==> src/rtl/pipeline_ctrl.sv <==
// Hazard unit: operand forwarding, load-use stall, branch flush and data-memory wait sequencing.
// Optional performance counters are built only when PIPELINE_CTRL_PERF_CNT_EN is defined.
module pipeline_ctrl #(
    parameter int WIDTH    = 32,
    parameter int MEM_WAIT = 2
) (
    input  logic             clk,
    input  logic             rst,
    input  logic [4:0]       Rs1_D,
    input  logic [4:0]       Rs2_D,
    input  logic [4:0]       Rs1_E,
    input  logic [4:0]       Rs2_E,
    input  logic [4:0]       Rd_E,
    input  logic [4:0]       Rd_M,
    input  logic [4:0]       Rd_W,
    input  logic             regWrite_M,
    input  logic             regWrite_W,
    input  logic [1:0]       resultSrc_E,
    input  logic             PCsrc_E,
    input  logic             memAccess_M,
    output logic [1:0]       forwardA_E,
    output logic [1:0]       forwardB_E,
    output logic             stall_F,
    output logic             stall_D,
    output logic             stall_E,
    output logic             stall_M,
    output logic             flush_D,
    output logic             flush_E,
    output logic             flush_W,
    output logic [WIDTH-1:0] stallCnt,
    output logic [WIDTH-1:0] flushCnt
);

    // state | meaning
    // IDLE  | no access in flight; a new access stalls this cycle
    // WAIT  | access in flight, cnt = stall cycles still to go
    // DONE  | access completes, pipeline released for one cycle
    typedef enum logic [1:0] {S_IDLE, S_WAIT, S_DONE} state_t;

    localparam logic [3:0] WAIT_LOAD = 4'(MEM_WAIT - 1);

    state_t     state;
    logic [3:0] cnt;
    logic       mem_stall;
    logic       lw_stall;

    always_ff @(posedge clk) begin
        if (!rst) begin
            state <= S_IDLE;
            cnt   <= 4'd0;
        end else begin
            case (state)
                S_IDLE: begin
                    if (memAccess_M && MEM_WAIT >= 2) begin
                        state <= S_WAIT;
                        cnt   <= WAIT_LOAD;
                    end else if (memAccess_M && MEM_WAIT == 1) begin
                        state <= S_DONE;
                    end
                end
                S_WAIT: begin
                    if (cnt == 4'd1) state <= S_DONE;
                    else             cnt   <= cnt - 4'd1;
                end
                S_DONE:  state <= S_IDLE;
                default: state <= S_IDLE;
            endcase
        end
    end

    assign mem_stall = rst && ((state == S_IDLE && memAccess_M && MEM_WAIT != 0) ||
                               state == S_WAIT);

    assign lw_stall = resultSrc_E == 2'b01 && Rd_E != 5'd0 &&
                      (Rd_E == Rs1_D || Rd_E == Rs2_D);

    always_comb begin
        forwardA_E = 2'b00;
        forwardB_E = 2'b00;
        if (rst) begin
            if (regWrite_M && Rd_M != 5'd0 && Rd_M == Rs1_E)      forwardA_E = 2'b10;
            else if (regWrite_W && Rd_W != 5'd0 && Rd_W == Rs1_E) forwardA_E = 2'b01;
            if (regWrite_M && Rd_M != 5'd0 && Rd_M == Rs2_E)      forwardB_E = 2'b10;
            else if (regWrite_W && Rd_W != 5'd0 && Rd_W == Rs2_E) forwardB_E = 2'b01;
        end
    end

    // Memory wait dominates, then a taken branch, then the load-use bubble.
    always_comb begin
        stall_F = 1'b0;
        stall_D = 1'b0;
        stall_E = 1'b0;
        stall_M = 1'b0;
        flush_D = 1'b0;
        flush_E = 1'b0;
        flush_W = 1'b0;
        if (mem_stall) begin
            stall_F = 1'b1;
            stall_D = 1'b1;
            stall_E = 1'b1;
            stall_M = 1'b1;
            flush_W = 1'b1;
        end else if (rst && PCsrc_E) begin
            flush_D = 1'b1;
            flush_E = 1'b1;
        end else if (rst && lw_stall) begin
            stall_F = 1'b1;
            stall_D = 1'b1;
            flush_E = 1'b1;
        end
    end

`ifdef PIPELINE_CTRL_PERF_CNT_EN
    localparam logic [WIDTH-1:0] CNT_ONE = {{(WIDTH-1){1'b0}}, 1'b1};

    always_ff @(posedge clk) begin
        if (!rst) begin
            stallCnt <= '0;
            flushCnt <= '0;
        end else begin
            if (stall_F && stallCnt != '1) stallCnt <= stallCnt + CNT_ONE;
            if (flush_D && flushCnt != '1) flushCnt <= flushCnt + CNT_ONE;
        end
    end
`else
    assign stallCnt = '0;
    assign flushCnt = '0;
`endif

endmodule

==> config.mk <==
export PLATFORM = sky130hd
export DESIGN_NAME = pipeline_ctrl
export DESIGN_NICKNAME = d
export VERILOG_FILES = /design/src/rtl/pipeline_ctrl.sv
export SDC_FILE = /design/constraint.sdc
export NUM_CORES = 1
export LEC_CHECK = 0
export ABC_AREA = 1
export CAP_MARGIN = 10
export CORE_MARGIN = 4
export CORE_UTILIZATION = 35
export DETAILED_ROUTE_END_ITERATION = 8
export HOLD_SLACK_MARGIN = 0.08
export PLACE_DENSITY_LB_ADDON = 0.08
export SLEW_MARGIN = 20
export SYNTH_ARGS = -nofsm -noshare
export SYNTH_HDL_FRONTEND = slang
export SYNTH_SLANG_ARGS = --single-unit
export TNS_END_PERCENT = 5
==> constraint.sdc <==
create_clock -name clk -period 4 [get_ports clk]
set_clock_uncertainty 0.2 [all_clocks]
set_input_delay 0.4 -clock clk [delete_from_list [all_inputs] [get_ports clk]]
set_output_delay 0.4 -clock clk [all_outputs]
set_load 0.1 [all_outputs]
---- Word-level counts from Yosys, hierarchy flattened ----
Cells that the tools add are included.
storage, ports and cells
  bits in registers ....................... 6
  bits of input ports ..................... 43
  output and inout bits ................... 75
cells by class
  add/sub/neg operators ................... 1
  equality and inequality tests ........... 12
  multiplexer cells ....................... 20
  reduce and logical (&&, ||, !) cells .... 21
operator list
  kind                                               number
  == test 5 bit                                      6
  nonzero test 5 bit                                 3
  logical AND 1 bit                                  12
  2-to-1 mux 2 bit                                   6
  2-to-1 mux 1 bit                                   10
  2-to-1 mux 4 bit                                   2
  one-hot mux 4 bit (2 select lines)                 1
  inequality test 2 bit (second input constant)      3
  == test 2 x 1 -> 1 bit (second input constant)     2
  == test 4 x 1 -> 1 bit (second input constant)     1
  one-hot mux 2 bit (2 select lines)                 1
  subtractor 4 x 1 -> 4 bit (second input constant)  1
  AND reduction 3 bit                                1
  zero test 2 bit                                    1
  logical OR 1 bit                                   2
  AND reduction 2 bit                                1
  nonzero test 2 bit                                 1

---- Depth between registers and ports, before layout ----
Gate-level depths: netlist (run 1).
  word-level depth ........................ 7
  depth in mapped cells ................... 9
  depth with buffers taken out ............ 8

---- Worst setup path before layout (run 1) ----
No wires, ideal clock.
  path kind ............................... input to output
  from .................................... in Rd_M[2]
  to ...................................... out forwardA_E[1]
  arrival time ............................ 3492 ps
  required time ........................... 3400 ps
  path slack .............................. -92 ps
  stages .................................. 4
  buffers on the path ..................... 0
  path through ............................ nor2_1 -> nand3_1 -> nand2_1 -> nor4_1
between the ends
  cells in the longest elaborated chain, start to end .. 5
RTL lines
  element              line  source
  start: declaration   14    input logic [4:0] Rd_M,
  nonzero test 5 bit   81    if (regWrite_M && Rd_M != 5'd0 && Rd_M == Rs1_E) forwardA_E = 2'b10;
  logical AND 1 bit    81
  logical AND 1 bit *  81
  2-to-1 mux 2 bit *   81
  2-to-1 mux 2 bit *   80    if (rst) begin
  end: declaration     21    output logic [1:0] forwardA_E,
Mark *: on every way between the ends. The rest lies on a longest branch, timed or not.

---- Worst setup path after layout (run 1) ----
  from .................................... in rst
  to ...................................... out stall_D
between the ends
  cells in the longest elaborated chain, start to end .. 4
RTL lines
  element             line  source
  start: declaration  8     input logic rst,
  logical AND 1 bit   106   end else if (rst && lw_stall) begin
  2-to-1 mux 1 bit    106
  2-to-1 mux 1 bit    103   end else if (rst && PCsrc_E) begin
  2-to-1 mux 1 bit *  97    if (mem_stall) begin
  end: declaration    24    output logic stall_D,
Marked as above.

==> results of run 1 <==
registers in the layout (all words and copies together) (netlist names):
name   count
state      2
cnt        4
worst reg2reg max path, cell delays in order (launching register included):
cell	delay, ns
dfxtp_1	0.31
inv_1	0.08
ha_1	0.19
nand2_2	0.10
nand2_4	0.06
a21oi_1	0.17
nand2_1	0.09
o31ai_1	0.09
logic make-up after synthesis:
group           after synthesis  synth area share (%)
compound gates               12                  4.64
xor+xnor                     20                  12.7
fa+ha+maj                     2                  1.82
buf+inv                      95                  44.2
flops                         6                  8.74
other cells                   1                 0.273
simple gates                 85                  27.6
per-stage QoR:
| stage | setup TNS (ns) | setup WS (ns) |
|---|---|---|
| global route | 0 | 1.38 |
| CTS | 0 | 1.55 |
| detailed placement | 0 | 1.56 |
| floorplan | -0.185 | -0.0923 |
| finish | 0 | 1.57 |
| global placement | 0 | 1.54 |
area by class of cell:
class                           instances  area [sq um]  area share (%)
Timing Repair Buffer                   53           503            29.4
Inverter                               28           105            6.14
Clock buffer                            3          41.3            2.41
Tap cell                               48          60.1            3.51
Multi-Input combinational cell        183           883            51.6
Sequential cell                         6           120            7.01
where the power goes:
part / internal [mW] / leakage [nW] / switching, mW
Clock: 0.0645 / 0.0216 / 0.0242
Combinational: 0.0831 / 0.840 / 0.382
Sequential: 0.0668 / 0.0493 / 0.00497
Total: 0.214 / 0.911 / 0.411
worst min-delay path by stage:
| stage | slack [ns] | endpoint | from | depth (start not counted) |
|---|---|---|---|---|
| 2_1_floorplan | 0.28 | cnt[1] | cnt[1] | 2 |
| 3_3_place_gp | 0.32 | cnt[3] | cnt[3] | 2 |
| 3_5_place_dp | 0.32 | cnt[3] | cnt[3] | 2 |
| 4_1_cts | 0.33 | cnt[3] | cnt[3] | 2 |
| 5_1_grt | 0.36 | cnt[3] | cnt[3] | 2 |
| 6_report | 0.32 | cnt[3] | cnt[3] | 2 |
per-layer routing:
layer  track usage, %  vias up
li1                 -      647
met1             12.2      489
met2             17.8       73
met3             3.13        4
met4             3.13        0
met5                0        -
cells in the mapped netlist (all sizes together):
cell type and n:
buf 67, nand2 42, inv 28, nor2 26
xnor2 19, nand3 10, dfxtp 6, a21oi 5
o21ai 5, nor3 4, ha 2, nor4 2
a31oi 1, conb 1, nand4 1, o31ai 1
xor2 1
==> run metrics, run 1 <==
most common cell after layout, fill and taps aside=conb_1; Hold WS=between 0.3 and 0.4 ns; status=finished, final reports clean; pwr dens=365 mW/mm^2; Final min period=2.43 ns; DPL Wire Length=between 2 and 3 mm; clk_lat worst skew=between 0.2 and 0.25 ns; Final Max Slew Viols=0; DP Area=0.00167 sq mm; Port Buffers=53; WP data required=3.40 ns; largest net degree at the start of global routing=8; total CTS buffers=3; vias in the first global route=1067; hold buffers post-CTS=0; drt initial violations=34; final non-filler cell total=321; 1st-pass router iterations=4; Power Total=about 0.63 mW; vias per cell=between 3 and 4; Antenna Cells=0; CP Capture Type=primary output; I/O pin total=118; Rows=22; Root Buffer=clkbuf_8; Yosys reg bits=6; Core ar.=between 0.003 and 0.004 sq mm; CP Capture Point=stall_D; Setup Fix Bufs, Post-CTS=0; highest metal used=met4; antenna-violating nets left=0; Die Span Y=70.7 um; Peak VDD IR=151 uV; Cells after DPL=about 320; TritonCTS clock tree=yes; reg2reg setup slack=roughly 2.6 ns; die width=roughly 70 um; Yosys top cell area share=36.6%; H-tree depth=1; Routed WL=around 2.9 mm; Worst Hold Class=reg2reg; Max FO, Critical Path=7; r2r endpoint=cnt[1]; worst setup path class=in2out; largest area contributor in the netlist=buf_4; CP bufs+invs=4; Synth warnings=0; critical path arrival=1.83 ns; Yosys cell types=21; synthesized area per cell=approximately 6.2 sq um; Fillers=396; starting density of the core=37.0%; Slowest Stage Delay on Critical Path=0.56 ns; Crit-path slowest cell=clkdlybuf4s50_1; Final Hold Viols=0; global route overflow=0; CTS Sinks=6; crit path launch type=input pin; CTS Buffer Depth=2; gp weighted congestion=0.823; crit path from=rst; FMAX=0.412 GHz; sequential area share after synthesis=8.74%; critical path depth=8; layout cell share with drive strength beyond 1=7.69%; Final setup viols=0; vias=1213; RSZ-0062 raised after global routing=false; max-cap check violation count=0; Reg clk slew, reported paths=0.03 ns; top cells by area, synth=buf_4 37%, xnor2_1 12%, nand2_1 10%, dfxtp_1 8.7%, inv_1 7.6%; met2 WL=about 1.4 mm; initial antenna violation count=0; Final Util=46.1%; commonest cells after routing, fill and taps aside=64 x conb_1, 42 x clkdlybuf4s50_1, 37 x nand2_1, 28 x inv_1, 25 x nor2_1; worst flop-to-flop path startpoint=cnt[1]; critical path cell sequence=clkdlybuf4s50_1 -> inv_1 -> nor2_1 -> nand3_1 -> inv_1 -> nand3_1 -> nand2_1 -> buf_4; die area=0.00500 sq mm; DR DRC count=0; Syn Inst Count=between 200 and 250; Layout area overhead=24.6%; delay-heaviest family, CP=buffers and inverters; fin crit share=60.7%; cts repair resizes=0; met1 WL=1.16 mm; wire length on met3=about 390 um; Lkg Pwr=0.911 nW; final instance area=0.00171 sq mm; GRT Total Usage=between 10% and 20%; Avg WL per Cell=9.15 um; cell area after synthesis=0.00138 sq mm; NumNets Final=320; global-route wire length before repair=4.36 mm; Worst R2R Path Depth=7
Power figures use the tool's default switching activity.
==> run 2, diff against run 1 <==
--- a/config.mk
+++ b/config.mk
@@ -8,7 +8,7 @@
 export ABC_AREA = 1
 export CAP_MARGIN = 10
 export CORE_MARGIN = 4
-export CORE_UTILIZATION = 35
+export CORE_UTILIZATION = 32
 export DETAILED_ROUTE_END_ITERATION = 8
 export HOLD_SLACK_MARGIN = 0.08
 export PLACE_DENSITY_LB_ADDON = 0.08
==> constraint.sdc (replaced) <==
create_clock -name clk -period 2.3 [get_ports clk]
set_clock_uncertainty 0.2 [all_clocks]
set_input_delay 0.23 -clock clk [delete_from_list [all_inputs] [get_ports clk]]
set_output_delay 0.23 -clock clk [all_outputs]
set_load 0.1 [all_outputs]
==> run metrics, run 2 (same netlist as run 1, synthesis figures left out) <==
status=finished, final reports clean; Final min period=2.08 ns; RSZ-0062 raised after global routing=false; CP bufs+invs=3 (-1); CTS Buffer Depth=2 (unchanged); antenna-violating nets left=0 (unchanged); Crit-path slowest cell=clkdlybuf4s50_1; worst setup path class=in2out; cts repair resizes=0 (unchanged); Sequential Area=120 sq um (unchanged); Rows=23 (+4.5%); NumNets Final=321 (+0.31%); Layout area overhead=36.4%; die width=73.6 um (+4.1%); DP Area=0.00183 sq mm (+9.7%); delay-heaviest family, CP=buffers and inverters; gp weighted congestion=0.777 (-5.6%); Final Util=45.9% (-0.20 points); CTS Sinks=6 (unchanged); Max FO, Critical Path=3 (-4); largest net degree at the start of global routing=8 (unchanged); fin crit share=90.2%; Worst R2R Path Depth=8 (+1); Final Hold Viols=0 (unchanged); Routed WL=2.94 mm (+0.10%); Root Buffer=clkbuf_8; die area=0.00541 sq mm (+8.3%); FMAX=0.482 GHz; vias=1223 (+0.82%); Slowest Stage Delay on Critical Path=0.51 ns (-0.05 ns); max-cap check violation count=0 (unchanged); pwr dens=604 mW/mm^2 (+65%); DR DRC count=0 (unchanged); largest register by flop count=cnt; crit path launch type=input pin; Avg WL per Cell=9.08 um (-0.82%); hold path cells=2 (unchanged); Final setup viols=0 (unchanged); Worst Hold Class=reg2reg; global route overflow=0 (unchanged); Reg clk slew, reported paths=0.04 ns (about the same); final instance area=0.00188 sq mm (+9.5%); largest registers=cnt x4, state x2; GRT Total Usage=10.2% (-0.079 points); Multi-input gate area=898 sq um (+1.7%); Core ar.=0.00409 sq mm (+10%); starting density of the core=33.6% (-3.4 points); Final Max Slew Viols=0 (unchanged); clk_lat worst skew=0.22 ns (about the same); Setup Fix Bufs, Post-CTS=0 (unchanged); CP most frequent cell=nand2_1; critical path cell sequence=clkdlybuf4s50_1 -> inv_1 -> nand2_1 -> nand2_1 -> nor2_1 -> nand3_1 -> nand2_1 -> nand3_1 -> nand2_1 -> buf_12; max FFs per register=4 (unchanged); vias in the first global route=1064 (-0.28%); global-route wire length before repair=4.37 mm (+0.32%); total CTS buffers=3 (unchanged); DPL Wire Length=2.74 mm (+1.9%); Die Span Y=73.6 um (+4.1%); Fillers=427 (+7.8%); CP Capture Type=primary output; most common cell after layout, fill and taps aside=conb_1; Antenna Cells=0 (unchanged); drt initial violations=36 (+5.9%); Lkg Pwr=0.952 nW (+4.4%); initial antenna violation count=0 (unchanged); 1st-pass router iterations=4 (unchanged); Port Buffers=53 (unchanged); WP data required=1.87 ns (-1.53 ns); vias per cell=3.77 (-0.11%); commonest cells after routing, fill and taps aside=64 x conb_1, 42 x clkdlybuf4s50_1, 37 x nand2_1, 28 x inv_1, 24 x nor2_1; hold buffers post-CTS=0 (unchanged); I/O pin total=118 (unchanged); layout cell share with drive strength beyond 1=9.12% (+1.4 points); critical path depth=10 (+2); TritonCTS clock tree=yes; critical path arrival=1.65 ns (-0.18 ns); H-tree depth=1 (unchanged); Peak VDD IR=286 uV (+89%)
==> run 2: cell types whose count changed in the layout (fill, tap and decap cells not counted), sizes merged <==
cell  change
buf       +1
==> run 2: worst register-to-register path, cell delays in order (launching register included) <==
cell and delay, ns:
dfxtp_1 0.31, inv_1 0.08, ha_1 0.19, nand2_2 0.11, nand2_4 0.06, nand2_4 0.08, nand2_2 0.05, xor2_1 0.12
nor2_1 0.05
==> run 2: final timing paths <==
| path | from | end | slack (ns) |
|---|---|---|---|
| worst min register to register | cnt[1] | cnt[1] | 0.34 |
| worst min-delay path | cnt[1] | cnt[1] | 0.34 |
| worst max register to register | cnt[1] | cnt[2] | 0.94 |
| worst max-delay path | Rd_E[3] | stall_F | 0.22 |
==> run 2: area by class of cell <==
cell class | instances | area share (%)
Clock buffer | 3 | 2.20
Inverter | 28 | 5.60
Multi-Input combinational cell | 183 | 47.9
Sequential cell | 6 | 6.40
Tap cell | 50 | 3.34
Timing Repair Buffer | 54 | 34.6
==> run 2: routing by layer <==
metal / up-vias / track usage (%) / share of wire (%)
met5: - / 0 / 0
met4: 0 / 4.23 / 1.7
met3: 5 / 3.28 / 14
met2: 73 / 17.7 / 47
met1: 498 / 11.4 / 36
li1: 647 / - / -
==> run 2: per-stage QoR <==
step                      std cells  setup WS, ns  total power, mW  hold WS, ns  setup TNS (ns)
after floorplan                 284        -0.304            0.898        0.200           -1.09
after CTS                       324         0.206             1.14        0.333               0
after global placement          321         0.204            0.974        0.315               0
final                           324         0.224             1.13        0.335               0
after global routing            324        0.0420             1.19        0.365               0
after detailed placement        321         0.200            0.975        0.327               0
==> run 2: where the power goes <==
part           switching [mW]  internal [mW]  total, mW
registers             0.00917          0.116      0.125
logic                   0.672          0.176      0.848
clock network          0.0472          0.113      0.160
==> run 3, diff against run 2 <==
==> constraint.sdc (replaced) <==
create_clock -name clk -period 2.3 [get_ports clk]
set_clock_uncertainty 0.2 [all_clocks]
set_input_delay 0.575 -clock clk [delete_from_list [all_inputs] [get_ports clk]]
set_output_delay 0.575 -clock clk [all_outputs]
set_load 0.1 [all_outputs]
==> run metrics, run 3 (same netlist as run 1, synthesis figures left out) <==
CTS Buffer Depth=2 (unchanged); status=finished with violations; die area=0.00541 sq mm (unchanged); Final Hold Viols=0 (unchanged); Final min period=2.35 ns (+0.275 ns); Worst Hold Class=reg2reg; Final setup viols=3 (+3); Lkg Pwr=1.12 nW (+18%); max FFs per register=4 (unchanged); Port Buffers=53 (unchanged); CP Capture Type=primary output; DPL Wire Length=3.01 mm (+10%); commonest cells after routing, fill and taps aside=64 x conb_1, 29 x nand2_1, 23 x buf_2, 21 x inv_1, 17 x nor2_1; critical path arrival=1.58 ns (-0.07 ns); Avg WL per Cell=10.0 um (+11%); Routed WL=3.37 mm (+15%); met1 WL=1.31 mm (+22%); vias=1299 (+6.2%); vias per cell=3.87 (+2.4%); Layout area overhead=56.6%; total CTS buffers=3 (unchanged); most common cell after layout, fill and taps aside=conb_1; global route overflow=0 (unchanged); Final Max Slew Viols=0 (unchanged); final non-filler cell total=336 (+3.7%); pre-CTS WS=-0.512 ns (-0.712 ns); antenna-violating nets left=0 (unchanged); Reg clk slew, reported paths=0.03 ns (about the same); Final Util=52.7% (+6.8 points); Crit-path slowest cell=nor4_4; Rows=23 (unchanged); CP bufs+invs=3 (unchanged); starting density of the core=33.6% (unchanged); Max FO, Critical Path=2 (-1); Hold WS=0.327 ns (-0.00869 ns); initial antenna violation count=0 (unchanged); Power Total=1.20 mW (+6.0%); wire length on met3=397 um (-5.9%); NumNets Final=333 (+3.7%); max-cap check violation count=0 (unchanged); fin crit share=102% (+12 points); final setup TNS=-0.0753 ns (-0.0753 ns); layout cell share with drive strength beyond 1=39.9% (+31 points); Core ar.=0.00409 sq mm (unchanged); GRT Total Usage=12.0% (+1.8 points); pwr dens=558 mW/mm^2 (-7.7%); crit path launch type=input pin; failing checks=setup timing; clk_lat worst skew=0.22 ns (about the same); die width=73.6 um (unchanged); Antenna Cells=0 (unchanged); vias in the first global route=1226 (+15%); critical path cell sequence=buf_8 -> buf_6 -> xnor2_4 -> nand3_2 -> nor4_4 -> buf_12; setup ws final=-0.0504 ns (-0.275 ns); Root Buffer=clkbuf_8; met2 WL=1.66 mm (+19%); FMAX=0.425 GHz (-12%); Fillers=412 (-3.5%); DP Area=0.00208 sq mm (+13%); Slowest Stage Delay on Critical Path=0.31 ns (-0.20 ns); worst setup path class=in2out; largest register by flop count=cnt; I/O pin total=118 (unchanged); DR DRC count=0 (unchanged); TritonCTS clock tree=yes; CTS Sinks=6 (unchanged); gp weighted congestion=0.800 (+2.9%); WP data required=1.52 ns (-0.35 ns); Die Span Y=73.6 um (unchanged); drt initial violations=27 (-25%); global-route wire length before repair=5.33 mm (+22%); RSZ-0062 raised after global routing=true; Cells after DPL=332 (+3.4%); delay-heaviest family, CP=buffers and inverters; 1st-pass router iterations=4 (unchanged); largest net degree at the start of global routing=6 (-2); H-tree depth=1 (unchanged); final instance area=0.00215 sq mm (+15%); highest metal used=met4; largest registers=cnt x4, state x2; Peak VDD IR=340 uV (+19%)
[run 3: changes by cell type in the layout (fill, tap and decap cells not counted), sizes merged]
cell           change
dlygate4sd2        +6
clkinvlp           +1
clkdlybuf4s50     -41
inv                -1
dlymetal6s2s       +1
clkdlybuf4s15      +2
clkbuf             +6
buf               +38
[run 3: timing repair]
action,in CTS,in global routing
endpoints found under the setup margin,11,11
buffers inserted,2,0
pin swaps,47,21
hold buffers,0,0
gates resized for setup,153,34
[run 3: cell type report]
cell class	instances	area [sq um]	area share, %
multi-input cells	183	1190	55.4
repair buffers	66	624	29.0
flip-flops and latches	6	120	5.58
inverters	28	111	5.17
well taps	50	62.6	2.91
clock buffers	3	41.3	1.92
[run 3: where the power goes]
| group | total [mW] | internal, mW | switching, mW |
|---|---|---|---|
| clock | 0.154 | 0.112 | 0.0422 |
| sequential | 0.125 | 0.116 | 0.00917 |
| combinational | 0.922 | 0.201 | 0.721 |
| total | 1.20 | 0.430 | 0.772 |
[run 3: tightest hold or removal path, cell delays in order (launching register included)]
cell and delay, ns:
dfxtp_1 0.30, inv_1 0.10, o31ai_1 0.08
[run 3: layer usage]
layer	track usage (%)	up-vias
met5	0	-
met4	2.41	0
met3	2.60	2
met2	20.4	68
met1	15.5	556
li1	-	673
[run 3: path summary, 6_finish.rpt]
check | from | end | slack, ns | cells past startpoint
hold / removal | cnt[1] | cnt[1] | 0.33 | 2
setup / recovery | Rd_M[4] | forwardA_E[1] | -0.05 | 6
hold reg to reg | cnt[1] | cnt[1] | 0.33 | 2
setup reg to reg | state[1] | cnt[2] | 0.89 | 8
